File: config.mk
export PLATFORM = sky130hd
export DESIGN_NAME = spi_read_arbiter
export DESIGN_NICKNAME = d
export VERILOG_FILES = /design/src/rtl/spi_arb_pkg.sv /design/src/rtl/spi_arb_port.sv /design/src/rtl/spi_read_arbiter.sv
export SDC_FILE = /design/constraint.sdc
export NUM_CORES = 1
export LEC_CHECK = 0
export ABC_AREA = 1
export CORE_MARGIN = 3
export CORE_UTILIZATION = 35
export CTS_CLUSTER_DIAMETER = 60
export DETAILED_ROUTE_END_ITERATION = 8
export GPL_ROUTABILITY_DRIVEN = 0
export SLEW_MARGIN = 20
export SYNTH_ARGS = -nofsm -noshare
export SYNTH_HDL_FRONTEND = slang
export SYNTH_SLANG_ARGS = --single-unit
File: constraint.sdc
create_clock -name clk -period 1.8 [get_ports clk]
set_clock_uncertainty 0.15 [all_clocks]
set_input_delay 0.27 -clock clk [delete_from_list [all_inputs] [get_ports clk]]
set_output_delay 0.27 -clock clk [all_outputs]
set_load 0.05 [all_outputs]
File: src/rtl/spi_arb_pkg.sv
// ---------------------------------------------------------------------------
// spi_arb_pkg
// Shared types and constants for the QSPI read arbiter.
//   spi_arb_state_e : arbiter FSM states (IDLE, START, STREAM, STOP, WAIT)
//   PORT_VIDEO      : index of the high-priority requester (RLE video fetch)
//   PORT_AUX        : index of the low-priority requester (palette/sprite)
//   port_onehot()   : converts a port index into a 2-bit one-hot vector
// ---------------------------------------------------------------------------
package spi_arb_pkg;

    typedef enum logic [2:0] {
        ST_IDLE   = 3'd0,
        ST_START  = 3'd1,
        ST_STREAM = 3'd2,
        ST_STOP   = 3'd3,
        ST_WAIT   = 3'd4
    } spi_arb_state_e;

    localparam logic PORT_VIDEO = 1'b0;
    localparam logic PORT_AUX   = 1'b1;

    function automatic logic [1:0] port_onehot(input logic idx);
        return idx ? 2'b10 : 2'b01;
    endfunction

endpackage

File: src/rtl/spi_arb_port.sv
// ---------------------------------------------------------------------------
// spi_arb_port
// Per-requester stream state: an open flag and the resume byte address.
// Ports:
//   clk, rstn     : clock, synchronous active-low reset
//   start_i       : open (or reopen) the stream at addr_i; wins over stop_i
//   addr_i        : start byte address, sampled with start_i
//   stop_i        : close the stream
//   adv_i         : one word was delivered; advance address by one word
//   open_o        : stream currently open
//   addr_o        : next byte address to fetch for this port
// ---------------------------------------------------------------------------
module spi_arb_port #(
    parameter int DATA_WIDTH_BYTES = 4,
    parameter int ADDR_WIDTH       = 24
) (
    input  logic                  clk,
    input  logic                  rstn,
    input  logic                  start_i,
    input  logic [ADDR_WIDTH-1:0] addr_i,
    input  logic                  stop_i,
    input  logic                  adv_i,
    output logic                  open_o,
    output logic [ADDR_WIDTH-1:0] addr_o
);

    localparam logic [ADDR_WIDTH-1:0] STEP = ADDR_WIDTH'(DATA_WIDTH_BYTES);

    logic                  open_q;
    logic                  open_d;
    logic [ADDR_WIDTH-1:0] addr_q;
    logic [ADDR_WIDTH-1:0] addr_d;

    always_comb begin
        open_d = open_q;
        addr_d = addr_q;
        if (start_i) begin
            open_d = 1'b1;
            addr_d = addr_i;
        end else begin
            if (stop_i) open_d = 1'b0;
            // Natural wrap at 2^ADDR_WIDTH is intended.
            if (adv_i)  addr_d = addr_q + STEP;
        end
    end

    always_ff @(posedge clk) begin
        if (!rstn) begin
            open_q <= 1'b0;
            addr_q <= '0;
        end else begin
            open_q <= open_d;
            addr_q <= addr_d;
        end
    end

    assign open_o = open_q;
    assign addr_o = addr_q;

endmodule

File: src/rtl/spi_read_arbiter.sv
// ---------------------------------------------------------------------------
// spi_read_arbiter
// Shares one QSPI flash read engine between the video fetcher (port 0, high
// priority) and an auxiliary fetcher (port 1). Sequences start/continue/stop
// of the engine, keeps a resume address per port and routes returned words.
//
// Build option: define SPI_ARB_PREEMPT_EN to let port 0 preempt a port 1
// stream at the next word boundary. Without it port 0 waits until port 1
// closes its stream.
//
// Handshake: there is no back-pressure. rd_start/rd_stop and rd_valid are
// single-cycle pulses; spi_data is consumed in the cycle spi_data_valid is
// high, and rd_data/rd_valid follow one cycle later (registered).
//
// Ports:
//   clk, rstn          : clock, synchronous active-low reset
//   rd_start[1:0]      : per-port pulse, open stream at rd_addr_N
//   rd_addr_0/1        : start byte address for each port
//   rd_stop[1:0]       : per-port pulse, close stream
//   rd_valid[1:0]      : per-port pulse, rd_data belongs to port N
//   rd_data            : returned word (shared)
//   rd_grant[1:0]      : one-hot port owning the engine (START..STOP)
//   spi_start_read     : pulse, begin read at spi_addr
//   spi_addr           : read byte address
//   spi_continue_read  : level, keep streaming
//   spi_stop_read      : pulse, end the flash transaction
//   spi_data           : word from engine
//   spi_data_valid     : pulse, spi_data holds a word
//   spi_busy           : engine mid-command / mid-word
//   dbg_state_o        : current FSM state
// ---------------------------------------------------------------------------
module spi_read_arbiter
    import spi_arb_pkg::*;
#(
    parameter int DATA_WIDTH_BYTES = 4,
    parameter int ADDR_WIDTH       = 24
) (
    input  logic                          clk,
    input  logic                          rstn,
    input  logic [1:0]                    rd_start,
    input  logic [ADDR_WIDTH-1:0]         rd_addr_0,
    input  logic [ADDR_WIDTH-1:0]         rd_addr_1,
    input  logic [1:0]                    rd_stop,
    output logic [1:0]                    rd_valid,
    output logic [DATA_WIDTH_BYTES*8-1:0] rd_data,
    output logic [1:0]                    rd_grant,
    output logic                          spi_start_read,
    output logic [ADDR_WIDTH-1:0]         spi_addr,
    output logic                          spi_continue_read,
    output logic                          spi_stop_read,
    input  logic [DATA_WIDTH_BYTES*8-1:0] spi_data,
    input  logic                          spi_data_valid,
    input  logic                          spi_busy,
    output spi_arb_state_e                dbg_state_o
);

    localparam int DW = DATA_WIDTH_BYTES * 8;

    logic [1:0]            port_open;
    logic [ADDR_WIDTH-1:0] port_addr_0;
    logic [ADDR_WIDTH-1:0] port_addr_1;
    logic [1:0]            port_adv;

    spi_arb_port #(
        .DATA_WIDTH_BYTES (DATA_WIDTH_BYTES),
        .ADDR_WIDTH       (ADDR_WIDTH)
    ) u_port0 (
        .clk     (clk),
        .rstn    (rstn),
        .start_i (rd_start[PORT_VIDEO]),
        .addr_i  (rd_addr_0),
        .stop_i  (rd_stop[PORT_VIDEO]),
        .adv_i   (port_adv[PORT_VIDEO]),
        .open_o  (port_open[PORT_VIDEO]),
        .addr_o  (port_addr_0)
    );

    spi_arb_port #(
        .DATA_WIDTH_BYTES (DATA_WIDTH_BYTES),
        .ADDR_WIDTH       (ADDR_WIDTH)
    ) u_port1 (
        .clk     (clk),
        .rstn    (rstn),
        .start_i (rd_start[PORT_AUX]),
        .addr_i  (rd_addr_1),
        .stop_i  (rd_stop[PORT_AUX]),
        .adv_i   (port_adv[PORT_AUX]),
        .open_o  (port_open[PORT_AUX]),
        .addr_o  (port_addr_1)
    );

    spi_arb_state_e        state_q;
    logic                  gnt_idx_q;
    logic [1:0]            grant_q;
    logic                  restart_pend_q;
    logic                  spi_start_q;
    logic [ADDR_WIDTH-1:0] spi_addr_q;
    logic                  spi_cont_q;
    logic                  spi_stop_q;
    logic [1:0]            rd_valid_q;
    logic [DW-1:0]         rd_data_q;

    logic                  sel_idx;
    logic [ADDR_WIDTH-1:0] sel_addr;
    logic                  cur_open;
    logic                  start_g;
    logic                  stop_g;
    logic                  word_ok;
    logic                  preempt_req;
    logic                  exit_req;
    logic                  no_inflight;

    always_comb begin
        sel_idx  = port_open[PORT_VIDEO] ? PORT_VIDEO : PORT_AUX;
        sel_addr = sel_idx ? port_addr_1 : port_addr_0;
        cur_open = port_open[gnt_idx_q];
        start_g  = rd_start[gnt_idx_q];
        stop_g   = rd_stop[gnt_idx_q];
        // A word belongs to the granted stream only if that stream is still
        // open and has not been restarted at a new address; otherwise it is
        // left over from the abandoned stream and is dropped.
        word_ok  = (state_q == ST_STREAM) && spi_data_valid && cur_open &&
                   !stop_g && !start_g && !restart_pend_q;
        port_adv = word_ok ? port_onehot(gnt_idx_q) : 2'b00;
`ifdef SPI_ARB_PREEMPT_EN
        preempt_req = (gnt_idx_q == PORT_AUX) && port_open[PORT_VIDEO];
`else
        preempt_req = 1'b0;
`endif
        exit_req    = !cur_open || restart_pend_q || preempt_req;
        // Safe to drop CS only at a word boundary.
        no_inflight = spi_data_valid || !spi_busy;
    end

    always_ff @(posedge clk) begin
        if (!rstn) begin
            state_q        <= ST_IDLE;
            gnt_idx_q      <= PORT_VIDEO;
            grant_q        <= 2'b00;
            restart_pend_q <= 1'b0;
            spi_start_q    <= 1'b0;
            spi_addr_q     <= '0;
            spi_cont_q     <= 1'b0;
            spi_stop_q     <= 1'b0;
            rd_valid_q     <= 2'b00;
            rd_data_q      <= '0;
        end else begin
            rd_valid_q  <= port_adv;
            if (word_ok) rd_data_q <= spi_data;
            spi_start_q <= 1'b0;
            spi_stop_q  <= 1'b0;
            case (state_q)
                ST_IDLE: begin
                    if (!spi_busy && (|port_open)) begin
                        state_q        <= ST_START;
                        gnt_idx_q      <= sel_idx;
                        grant_q        <= port_onehot(sel_idx);
                        spi_start_q    <= 1'b1;
                        spi_addr_q     <= sel_addr;
                        // A reopen in this very cycle makes the issued address stale.
                        restart_pend_q <= rd_start[sel_idx];
                    end
                end
                ST_START: begin
                    state_q        <= ST_STREAM;
                    spi_cont_q     <= 1'b1;
                    restart_pend_q <= restart_pend_q | start_g;
                end
                ST_STREAM: begin
                    restart_pend_q <= restart_pend_q | start_g;
                    if (exit_req && no_inflight) begin
                        state_q    <= ST_STOP;
                        spi_stop_q <= 1'b1;
                        spi_cont_q <= 1'b0;
                    end
                end
                ST_STOP: begin
                    state_q        <= ST_WAIT;
                    grant_q        <= 2'b00;
                    restart_pend_q <= 1'b0;
                end
                ST_WAIT: begin
                    if (!spi_busy) state_q <= ST_IDLE;
                end
                default: begin
                    state_q <= ST_IDLE;
                end
            endcase
        end
    end

    assign rd_valid          = rd_valid_q;
    assign rd_data           = rd_data_q;
    assign rd_grant          = grant_q;
    assign spi_start_read    = spi_start_q;
    assign spi_addr          = spi_addr_q;
    assign spi_continue_read = spi_cont_q;
    assign spi_stop_read     = spi_stop_q;
    assign dbg_state_o       = state_q;

endmodule

==> impl_metrics.env, run 1 <==
export IMPL_status="complete, no violations"
export IMPL_peakVddDrop_mv=0.742
export IMPL_first_pass_iters=4
export IMPL_syn2layout_area_growth_pct=44.1
export IMPL_fp_row_count=47
export IMPL_vias_per_cell=4.79
export IMPL_busiest_layer="met2"
export IMPL_worstSetupEndpointType="flop"
export IMPL_p_leak_nw=3.57
export IMPL_io_pins=154
export IMPL_ys_seq_area_share_pct=39.5
export IMPL_start_kind="flop"
export IMPL_worst_r2r_path_depth=9
export IMPL_dpl_cell_count=1267
export IMPL_multi_input_area_sq_um=3070
export IMPL_nFillCells=1657
export IMPL_crit_arrival_ns=1.86
export IMPL_crit_fanout=4
export IMPL_synth_enable_flop_cells=0
export IMPL_nets=1156
export IMPL_fin_crit_ns=1.72
export IMPL_setup_viol=0
export IMPL_worst_slew_pin_slew_ns=0.315
export IMPL_p_sw_mw=2.07
export IMPL_cap_violations=0
export IMPL_ys_async_sr_fraction_pct=0
export IMPL_cts_hold_fix_buffers=0
export IMPL_cp_common_cell="nand2_1"
export IMPL_grt_pass1_wl_microns=29700
export IMPL_drive_above_1_share_pct=19.3
export IMPL_wl_microns=18700
export IMPL_vias=6220
export IMPL_ys_warn_count=0
export IMPL_cpMaxStageDelayCell="dfxtp_1"
export IMPL_rsz0062_at_grt="yes"
export IMPL_syn_num_nets=972
export IMPL_grt_usage_pct=20.2
export IMPL_switching_share_pct=26.5
export IMPL_pre_cts_slack_ns=-0.214
export IMPL_share_comb_of_total_power_pct=16.0
export IMPL_dieHeight_microns=137
export IMPL_p_clk_share_pct=46.6
export IMPL_powerDensity_nw_per_um2=907
export IMPL_synth_top_cells_by_area="dfxtp_1 (40%), nand2_1 (14%), a21oi_1 (6.7%)"
export IMPL_detail_route_wl_per_cell_microns=14.4
export IMPL_register_area_sq_um=2370
export IMPL_synth_area_leader_cell="dfxtp_1"
export IMPL_die_w_microns=137
export IMPL_totalPowerFinal_mw=7.81
export IMPL_clkTransAtPathRegs_ns=0.05
export IMPL_numCtsBuffers=17
export IMPL_fin_tns_setup_ns=0
export IMPL_core_sq_um=16600
export IMPL_grt_max_degree=83
export IMPL_fin_crit_sh_pct=95.3
export IMPL_gr_usage_met1_pct=26.0
export IMPL_dieArea_sq_um=18700
export IMPL_first_iter_violations=234
export IMPL_max_slew_margin_rel_pct=78.8
export IMPL_cts_tree="built"
export IMPL_drc_errors=0
export IMPL_slowest_delay_ns=0.33
export IMPL_path_cells="ha_1 > nand2_1 > nor2_1 > nand2_2 > nor2_2 > buf_4 > nand2_1 > a21boi_0 > a22oi_1"
export IMPL_use_met3_pct=4.82
export IMPL_ant_nets=0
export IMPL_grt_overflow_total=0
export IMPL_fin_cells=1298
export IMPL_grt_pass1_vias=5861
export IMPL_synth_seq_cells=118
export IMPL_synth_cells=882
export IMPL_ys_flop_type="dfxtp_1"
export IMPL_grt_use_met2_pct=33.0
export IMPL_hold_path_class="primary input to flop"
export IMPL_clock_root_buffer="clkbuf_16"
export IMPL_start_util_pct=35.9
export IMPL_post_route_util_pct=51.7
export IMPL_report_final_hold_viol_count=0
export IMPL_critPathRequiredTime_ns=1.94
export IMPL_antennaDiodeCount=0
export IMPL_clock_sinks=118
export IMPL_io_buffers=153
export IMPL_fmax_mhz=583
export IMPL_insertion_delay_ns=0.41
export IMPL_syn_area_sq_um=5980
export IMPL_whs_path_depth=5
export IMPL_internal_power_mw=5.74
export IMPL_h_tree_depth=4
export IMPL_postCtsSetupBuffers=0
export IMPL_setup_slack_ns=0.0843
export IMPL_sequentialPowerShare_pct=37.4
export IMPL_hpwl_microns=13600
export IMPL_path_class="flop to flop"
export IMPL_clk_path_buf_depth=2
export IMPL_synth_top_cell_area_share_pct=39.5
export IMPL_maxSlewViolCount=0
export IMPL_avgSynthCellArea_sq_um=6.78
export IMPL_grt_antenna_before_repair=0
export IMPL_synth_cell_types=39
power groups by stage:
stage / clock [mW] / combinational (mW) / sequential [mW]
floorplan: 0 / 0.510 / 3.16
global placement: 0 / 1.25 / 2.97
detailed placement: 0 / 1.26 / 2.97
CTS: 3.71 / 1.26 / 2.92
global route: 3.82 / 1.38 / 2.94
finish: 3.64 / 1.25 / 2.92
area by class of cell:
type / instances / share of cell area [%]
repair buffers: 212 / 22.3
well taps: 220 / 3.20
inverters: 90 / 3.98
multi-input cells: 627 / 35.7
clock buffers: 22 / 5.62
flip-flops and latches: 118 / 27.6
clock inverters: 9 / 1.71
worst paths after layout:
check / slack, ns / endpoint / startpoint
max: 0.08 / u_port0.addr_o[12] / u_port0.addr_o[3]
min: 0.22 / u_port1.addr_o[11] / rstn
max reg2reg: 0.08 / u_port0.addr_o[12] / u_port0.addr_o[3]
min reg2reg: 0.29 / rd_data[2] / rd_data[2]
cell families (layout without fill, tap and decap cells):
family	count (synthesis)	in the layout	share of synthesized area [%]
AND/OR/NAND/NOR	407	407	29.9
AO/OA/AOI/OAI	198	198	17.5
buffers and inverters	137	333	9.71
flip-flops	118	118	39.5
XOR/XNOR	17	17	2.49
multiplexers	3	3	0.502
adder cells (fa/ha/maj)	2	2	0.419
repair_timing:
item / CTS / global route
endpoints found under the setup margin: 2 / 24
gates resized for setup: 1 / 18
gates cloned: 0 / 0
endpoints found under the hold margin: 0 / 0
worst max-delay path, delay by kind of cell (launching register included):
| kind | cells | cell delay [ns] |
|---|---|---|
| compound gates | 2 | 0.28 |
| fa+ha+maj | 1 | 0.21 |
| buf+inv | 1 | 0.12 |
| flops | 1 | 0.33 |
| simple gates | 5 | 0.51 |
cells in the final DEF, fill, tap and decap left out, types with 7 or more instances in the layout:
| master | netlist | final |
|---|---|---|
| inv_1 | 82 | 82 |
| buf_4 | 3 | 116 |
| nand3_1 | 62 | 62 |
| o21ai_1 | 9 | 9 |
| xor2_1 | 7 | 7 |
| nor2_1 | 86 | 80 |
| dfxtp_2 | 0 | 7 |
| clkbuf_16 | 0 | 17 |
| nand2_1 | 216 | 214 |
| xnor2_1 | 10 | 10 |
| a31oi_1 | 25 | 25 |
| buf_12 | 0 | 9 |
| clkdlybuf4s50_1 | 0 | 86 |
| dfxtp_1 | 118 | 110 |
| nor2_2 | 9 | 12 |
| a21oi_1 | 80 | 80 |
| o21ai_0 | 76 | 76 |
| or2_2 | 8 | 8 |
per-stage QoR:
stage,cell area (sq um),hold WS (ns)
finish,8610,0.219
global route,8610,0.230
CTS,8570,0.206
detailed placement,7930,0.282
global placement,7930,0.283
floorplan,5980,0.255
cells in the mapped netlist, types with 2 or more instances:
master / instances
or2_2: 8
ha_1: 2
nand3b_1: 6
a21oi_1: 80
inv_2: 6
xor2_1: 7
nand2_1: 216
nand2_2: 2
nand2_4: 2
nor2_1: 86
o211ai_1: 2
mux2i_1: 3
o21ai_0: 76
nand3_1: 62
buf_1: 2
inv_1: 82
buf_4: 3
xnor2_1: 10
clkbuf_1: 25
o21ai_1: 9
buf_2: 11
o21bai_1: 2
dfxtp_1: 118
buf_6: 5
nor2_2: 9
nand4_4: 2
nor2_4: 3
nand4_1: 5
nor3_1: 4
a31oi_1: 25
per-layer routing:
| layer | vias up | part of all wire [%] |
|---|---|---|
| li1 | 3229 | - |
| met1 | 2783 | 44 |
| met2 | 189 | 46 |
| met3 | 19 | 8.6 |
| met4 | 0 | 1.6 |
| met5 | - | 0 |
flip-flops by register name, summed over array words and instances (netlist names):
register,flops
rd_data,32
spi_addr,24
u_port0.addr_o,24
u_port1.addr_o,24
dbg_state_o,3
rd_grant,2
rd_valid,2
gnt_idx_q,1
restart_pend_q,1
spi_continue_read,1
spi_start_read,1
spi_stop_read,1
u_port0.open_o,1
u_port1.open_o,1
No activity file was read; power rests on OpenSTA's default activity.
==> inputs of run 2 (changes only) <==
--- a/config.mk
+++ b/config.mk
@@ -6,6 +6,7 @@
 export NUM_CORES = 1
 export LEC_CHECK = 0
 export ABC_AREA = 1
+export CAP_MARGIN = 25
 export CORE_MARGIN = 3
 export CORE_UTILIZATION = 35
 export CTS_CLUSTER_DIAMETER = 60
==> constraint.sdc (replaced) <==
create_clock -name clk -period 1.8 [get_ports clk]
set_clock_uncertainty 0.15 [all_clocks]
set_input_delay 0.27 -clock clk [delete_from_list [all_inputs] [get_ports clk]]
set_output_delay 0.27 -clock clk [all_outputs]
set_load 0.01 [all_outputs]
==> run 2 against run 1 <==
Global-route usage is essentially flat. Worst setup slack got worse by 0.055 ns. Critical path depth down 8. Combinational power is 11% lower. Final cell count rose by 0.31%. First-iteration DRC count is 74% higher. Routed wire length hardly changed. Die area did not move. Sequential share of layout area decreased by 1.2 points. Design area rose by 4.1%. Critical endpoint is now spi_addr[23]. Largest cell class unchanged. Highest routed layer unchanged.
==> impl_metrics.env, run 2 (synthesis gave the netlist of run 1 again) <==
export IMPL_dieHeight_microns=137
export IMPL_holdPathEnd="u_port0.addr_o[19]"
export IMPL_grt_pass1_vias=5974
export IMPL_critPathTopFamily="buffers and inverters"
export IMPL_hp_start="rstn"
export IMPL_drive_above_1_share_pct=15.4
export IMPL_antennaDiodeCount=0
export IMPL_setup_viol=0
export IMPL_numCtsBuffers=17
export IMPL_wl_microns=18700
export IMPL_crit_fanout=2
export IMPL_ant_nets=0
export IMPL_worstSetupEndpointType="primary output"
export IMPL_drc_errors=0
export IMPL_report_final_hold_viol_count=0
export IMPL_grt_usage_pct=20.1
export IMPL_core_sq_um=16600
export IMPL_path_class="flop to primary output"
export IMPL_peakVddDrop_mv=0.652
export IMPL_r2r_setup_slack_ns=0.08
export IMPL_syn2layout_area_growth_pct=49.9
export IMPL_clkTransAtPathRegs_ns=0.05
export IMPL_fp_row_count=47
export IMPL_h_tree_depth=4
export IMPL_vias=6246
export IMPL_clock_root_buffer="clkbuf_16"
export IMPL_cts_tree="built"
export IMPL_largest_reg_flops=32
export IMPL_insertion_delay_ns=0.41
export IMPL_fin_crit_sh_pct=98.4
export IMPL_worst_r2r_path_depth=9
export IMPL_nets=1161
export IMPL_final_cell_mix="nand2_1 (207), clkdlybuf4s50_1 (142), dfxtp_1 (115)"
export IMPL_fin_crit_ns=1.77
export IMPL_nFillCells=1673
export IMPL_cp_num_buf_inv=1
export IMPL_io_pins=154
export IMPL_grt_max_degree=83
export IMPL_status="complete, no violations"
export IMPL_path_cells="clkdlybuf4s50_1"
export IMPL_maxSlewViolCount=0
export IMPL_fmax_mhz=565
export IMPL_grt_overflow_total=0
export IMPL_clock_sinks=118
export IMPL_fin_tns_setup_ns=0
export IMPL_timing_rr_end="u_port1.addr_o[23]"
export IMPL_worst_slew_pin_slew_ns=0.320
export IMPL_detail_route_wl_per_cell_microns=14.3
export IMPL_max_slew_margin_rel_pct=78.7
export IMPL_fin_cells=1302
export IMPL_rsz0062_at_grt="yes"
export IMPL_die_w_microns=137
export IMPL_clk_path_buf_depth=2
export IMPL_io_buffers=153
export IMPL_start_util_pct=35.9
export IMPL_p_leak_nw=3.62
export IMPL_first_pass_iters=5
export IMPL_cap_violations=0
export IMPL_dpl_cell_count=1268
export IMPL_grt_antenna_before_repair=0
export IMPL_first_iter_violations=408
export IMPL_dieArea_sq_um=18700
export IMPL_hpwl_microns=13400
export IMPL_cpMaxStageDelayCell="clkdlybuf4s50_1"
export IMPL_slowest_delay_ns=0.56
export IMPL_r2r_start="gnt_idx_q"
export IMPL_cts_hold_fix_buffers=0
export IMPL_powerDensity_nw_per_um2=866
export IMPL_grt_pass1_wl_microns=29900
export IMPL_crit_arrival_ns=1.35
export IMPL_whs_path_depth=4
export IMPL_critPathRequiredTime_ns=1.38
export IMPL_layout_commonest_cell="nand2_1"
export IMPL_hold_path_class="primary input to flop"
export IMPL_start_kind="flop"
export IMPL_vias_per_cell=4.80
-- run 2: power breakdown --
part	internal (mW)	switching [mW]
logic	0.575	0.535
clock network	2.55	1.20
registers	2.76	0.146
total	5.88	1.88
-- run 2: worst max path at each step --
| stage | depth (start not counted) | slack (ns) | startpoint | end |
|---|---|---|---|---|
| 2_1_floorplan | 9 | 0.14 | dbg_state_o[0] | u_port1.addr_o[7] |
| 3_3_place_gp | 8 | -0.20 | rd_start[1] | u_port1.addr_o[19] |
| 3_5_place_dp | 9 | -0.23 | rd_start[0] | u_port0.addr_o[18] |
| 4_1_cts | 1 | 0.01 | spi_addr[10] | spi_addr[10] |
| 5_1_grt | 9 | -0.05 | u_port1.addr_o[9] | u_port1.addr_o[13] |
| 6_report | 1 | 0.03 | spi_addr[23] | spi_addr[23] |
-- run 2: area by class of cell --
type,count,area (sq um),area share [%]
Multi-Input combinational cell,627,3170,35.4
Sequential cell,118,2370,26.4
Timing Repair Buffer,217,2150,24.0
Clock buffer,21,470,5.25
Inverter,90,353,3.94
Tap cell,220,275,3.07
Clock inverter,9,174,1.94
-- run 2: routing by layer --
metal | vias to the layer above | wire (microns) | GRT usage [%]
li1 | 3234 | - | -
met1 | 2837 | 8720 | 26.5
met2 | 155 | 8480 | 32.9
met3 | 20 | 1200 | 4.74
met4 | 0 | 261 | 5.94
met5 | - | 0 | 0
-- run 2: timing repair --
item,CTS,global route
buffers inserted,0,2
setup endpoints to repair,4,56
cloned,0,2
pin swaps,0,10
resized for setup,5,59
-- run 2: per-stage QoR --
stage / total power, mW / worst slack (ns) / hold slack (ns) / cell area, sq um / util, %
5_1_grt: 8.09 / -0.0478 / 0.225 / 8960 / 53.9
3_3_place_gp: 4.05 / -0.202 / 0.280 / 8070 / 48.5
4_1_cts: 7.81 / 0.0128 / 0.207 / 8710 / 52.3
3_5_place_dp: 4.05 / -0.230 / 0.286 / 8070 / 48.5
6_report: 7.76 / 0.0290 / 0.221 / 8960 / 53.9
2_1_floorplan: 3.46 / 0.139 / 0.255 / 5980 / -
==> inputs of run 3 (changes only) <==
--- a/config.mk
+++ b/config.mk
@@ -16,3 +16,4 @@
 export SYNTH_ARGS = -nofsm -noshare
 export SYNTH_HDL_FRONTEND = slang
 export SYNTH_SLANG_ARGS = --single-unit
+export TNS_END_PERCENT = 100
==> constraint.sdc (replaced) <==
create_clock -name clk -period 2.1 [get_ports clk]
set_clock_uncertainty 0.15 [all_clocks]
set_input_delay 0.315 -clock clk [delete_from_list [all_inputs] [get_ports clk]]
set_output_delay 0.315 -clock clk [all_outputs]
set_load 0.01 [all_outputs]
==> run 3 against run 2 <==
Combinational power decreased by 21%. Register-to-register slack improved by 0.18 ns. Design area decreased by 5.5%. Sequential share of layout area increased by 1.5 points. Hold slack got worse by 0.11 ns. Critical endpoint is now dbg_state_o[0]. Critical path depth unchanged. Clock power decreased by 21%. Utilization decreased by 2.9 points. Via count decreased by 1.4%. Count of clock-buffer cells in the layout decreased by 2. Global-route usage decreased by 0.24 points. First-iteration DRC count decreased by 16%.
==> impl_metrics.env, run 3 (synthesis gave the netlist of run 1 again) <==
export IMPL_io_pins=154
export IMPL_fp_row_count=47
export IMPL_slowest_delay_ns=0.60
export IMPL_vias_per_cell=4.82
export IMPL_maxSlewViolCount=0
export IMPL_p_leak_nw=3.27
export IMPL_peakVddDrop_mv=0.586
export IMPL_worst_r2r_path_depth=9
export IMPL_rsz0062_at_grt="no"
export IMPL_antennaDiodeCount=0
export IMPL_numCtsBuffers=17
export IMPL_wl_microns=18200
export IMPL_multi_input_area_sq_um=3040
export IMPL_max_slew_margin_rel_pct=70.2
export IMPL_postCtsSetupBuffers=0
export IMPL_first_pass_iters=5
export IMPL_final_cell_mix="nand2_1 (216), clkdlybuf4s50_1 (152), dfxtp_1 (118)"
export IMPL_critPathCapture="dbg_state_o[0]"
export IMPL_whs_path_depth=3
export IMPL_share_comb_of_total_power_pct=13.8
export IMPL_setup_slack_ns=0.159
export IMPL_path_class="flop to primary output"
export IMPL_dieHeight_microns=137
export IMPL_grt_pass1_wl_microns=29300
export IMPL_cp_num_buf_inv=1
export IMPL_p_clk_share_pct=46.7
export IMPL_status="complete, no violations"
export IMPL_crit_arrival_ns=1.48
export IMPL_hold_path_class="primary input to flop"
export IMPL_dpl_cell_count=1246
export IMPL_powerDensity_nw_per_um2=749
export IMPL_path_cells="clkdlybuf4s50_1"
export IMPL_layout_commonest_cell="nand2_1"
export IMPL_drc_errors=0
export IMPL_critPathRequiredTime_ns=1.63
export IMPL_timing_rr_end="u_port0.addr_o[12]"
export IMPL_pre_cts_slack_ns=-0.0162
export IMPL_insertion_delay_ns=0.42
export IMPL_fin_crit_ns=1.94
export IMPL_setup_viol=0
export IMPL_detail_route_wl_per_cell_microns=14.3
export IMPL_cts_tree="built"
export IMPL_switching_share_pct=25.8
export IMPL_h_tree_depth=4
export IMPL_grt_usage_pct=19.9
export IMPL_fin_cells=1278
export IMPL_nFillCells=1685
export IMPL_clock_sinks=118
export IMPL_sequentialPowerShare_pct=39.5
export IMPL_worst_slew_pin_slew_ns=0.448
export IMPL_drive_above_1_share_pct=10.0
export IMPL_fin_crit_sh_pct=92.4
export IMPL_die_w_microns=137
export IMPL_ant_nets=0
export IMPL_cts_hold_fix_buffers=0
export IMPL_fmax_mhz=515
export IMPL_clkTransAtPathRegs_ns=0.06
export IMPL_first_iter_violations=344
export IMPL_cts_resized=0
export IMPL_report_final_hold_viol_count=0
export IMPL_start_kind="flop"
export IMPL_fin_area_sq_um=8470
export IMPL_critPathTopFamily="buffers and inverters"
export IMPL_crit_start="dbg_state_o[0]"
export IMPL_clock_root_buffer="clkbuf_16"
export IMPL_cap_violations=0
export IMPL_syn2layout_area_growth_pct=41.8
export IMPL_fin_tns_setup_ns=0
export IMPL_register_area_sq_um=2360
export IMPL_internal_power_mw=4.71
export IMPL_core_sq_um=16600
export IMPL_cpMaxStageDelayCell="clkdlybuf4s50_1"
export IMPL_clk_path_buf_depth=2
export IMPL_grt_pass1_vias=5668
export IMPL_start_util_pct=35.9
export IMPL_vias=6159
export IMPL_worst_path_stages=1
export IMPL_p_sw_mw=1.64
export IMPL_hpwl_microns=13300
export IMPL_post_dp_cell_area_sq_um=7880
export IMPL_crit_fanout=6
export IMPL_grt_antenna_before_repair=0
export IMPL_grt_max_degree=49
export IMPL_dieArea_sq_um=18700
export IMPL_io_buffers=153
export IMPL_grt_overflow_total=0
export IMPL_r2r_start="gnt_idx_q"
export IMPL_worstSetupEndpointType="primary output"
export IMPL_nets=1135
export IMPL_r2r_setup_slack_ns=0.26
export IMPL_largest_reg_flops=32
[run 3: metrics by stage]
| stage | hold WS [ns] | power (mW) | util [%] |
|---|---|---|---|
| CTS | 0.105 | 6.42 | 50.9 |
| finish | 0.111 | 6.35 | 50.9 |
| detailed placement | 0.285 | 3.43 | 47.3 |
| global route | 0.134 | 6.64 | 50.9 |
| floorplan | 0.300 | 2.97 | - |
| global placement | 0.280 | 3.42 | 47.3 |
[run 3: how the worst min path moves through the flow]
stage / from / endpoint / slack [ns]
after global placement: rd_data[27] / rd_data[27] / 0.28
final: rstn / u_port0.addr_o[10] / 0.11
after global routing: rstn / u_port0.addr_o[10] / 0.13
after CTS: rstn / u_port0.addr_o[10] / 0.10
after detailed placement: rd_data[5] / rd_data[5] / 0.29
after floorplan: rd_addr_0[0] / u_port0.addr_o[0] / 0.30
[run 3: metal layers]
metal | GRT usage, % | wire length, microns | vias up
met3 | 5.18 | 1370 | 14
met2 | 32.6 | 8460 | 187
met5 | 0 | 0 | -
li1 | - | - | 3192
met1 | 26.0 | 8240 | 2766
met4 | 5.49 | 171 | 0
[run 3: cell type report]
cell class	instances	area share [%]
Clock buffer	19	5.23
Clock inverter	13	1.85
Inverter	90	4.02
Multi-Input combinational cell	627	35.8
Sequential cell	118	27.9
Tap cell	220	3.25
Timing Repair Buffer	191	22.0
[run 3: power groups by stage]
stage / Clock, mW / Sequential, mW / Combinational (mW)
6_report: 2.96 / 2.50 / 0.877
3_3_place_gp: 0 / 2.55 / 0.875
4_1_cts: 3.03 / 2.50 / 0.887
2_1_floorplan: 0 / 2.53 / 0.437
3_5_place_dp: 0 / 2.55 / 0.879
5_1_grt: 3.14 / 2.53 / 0.976
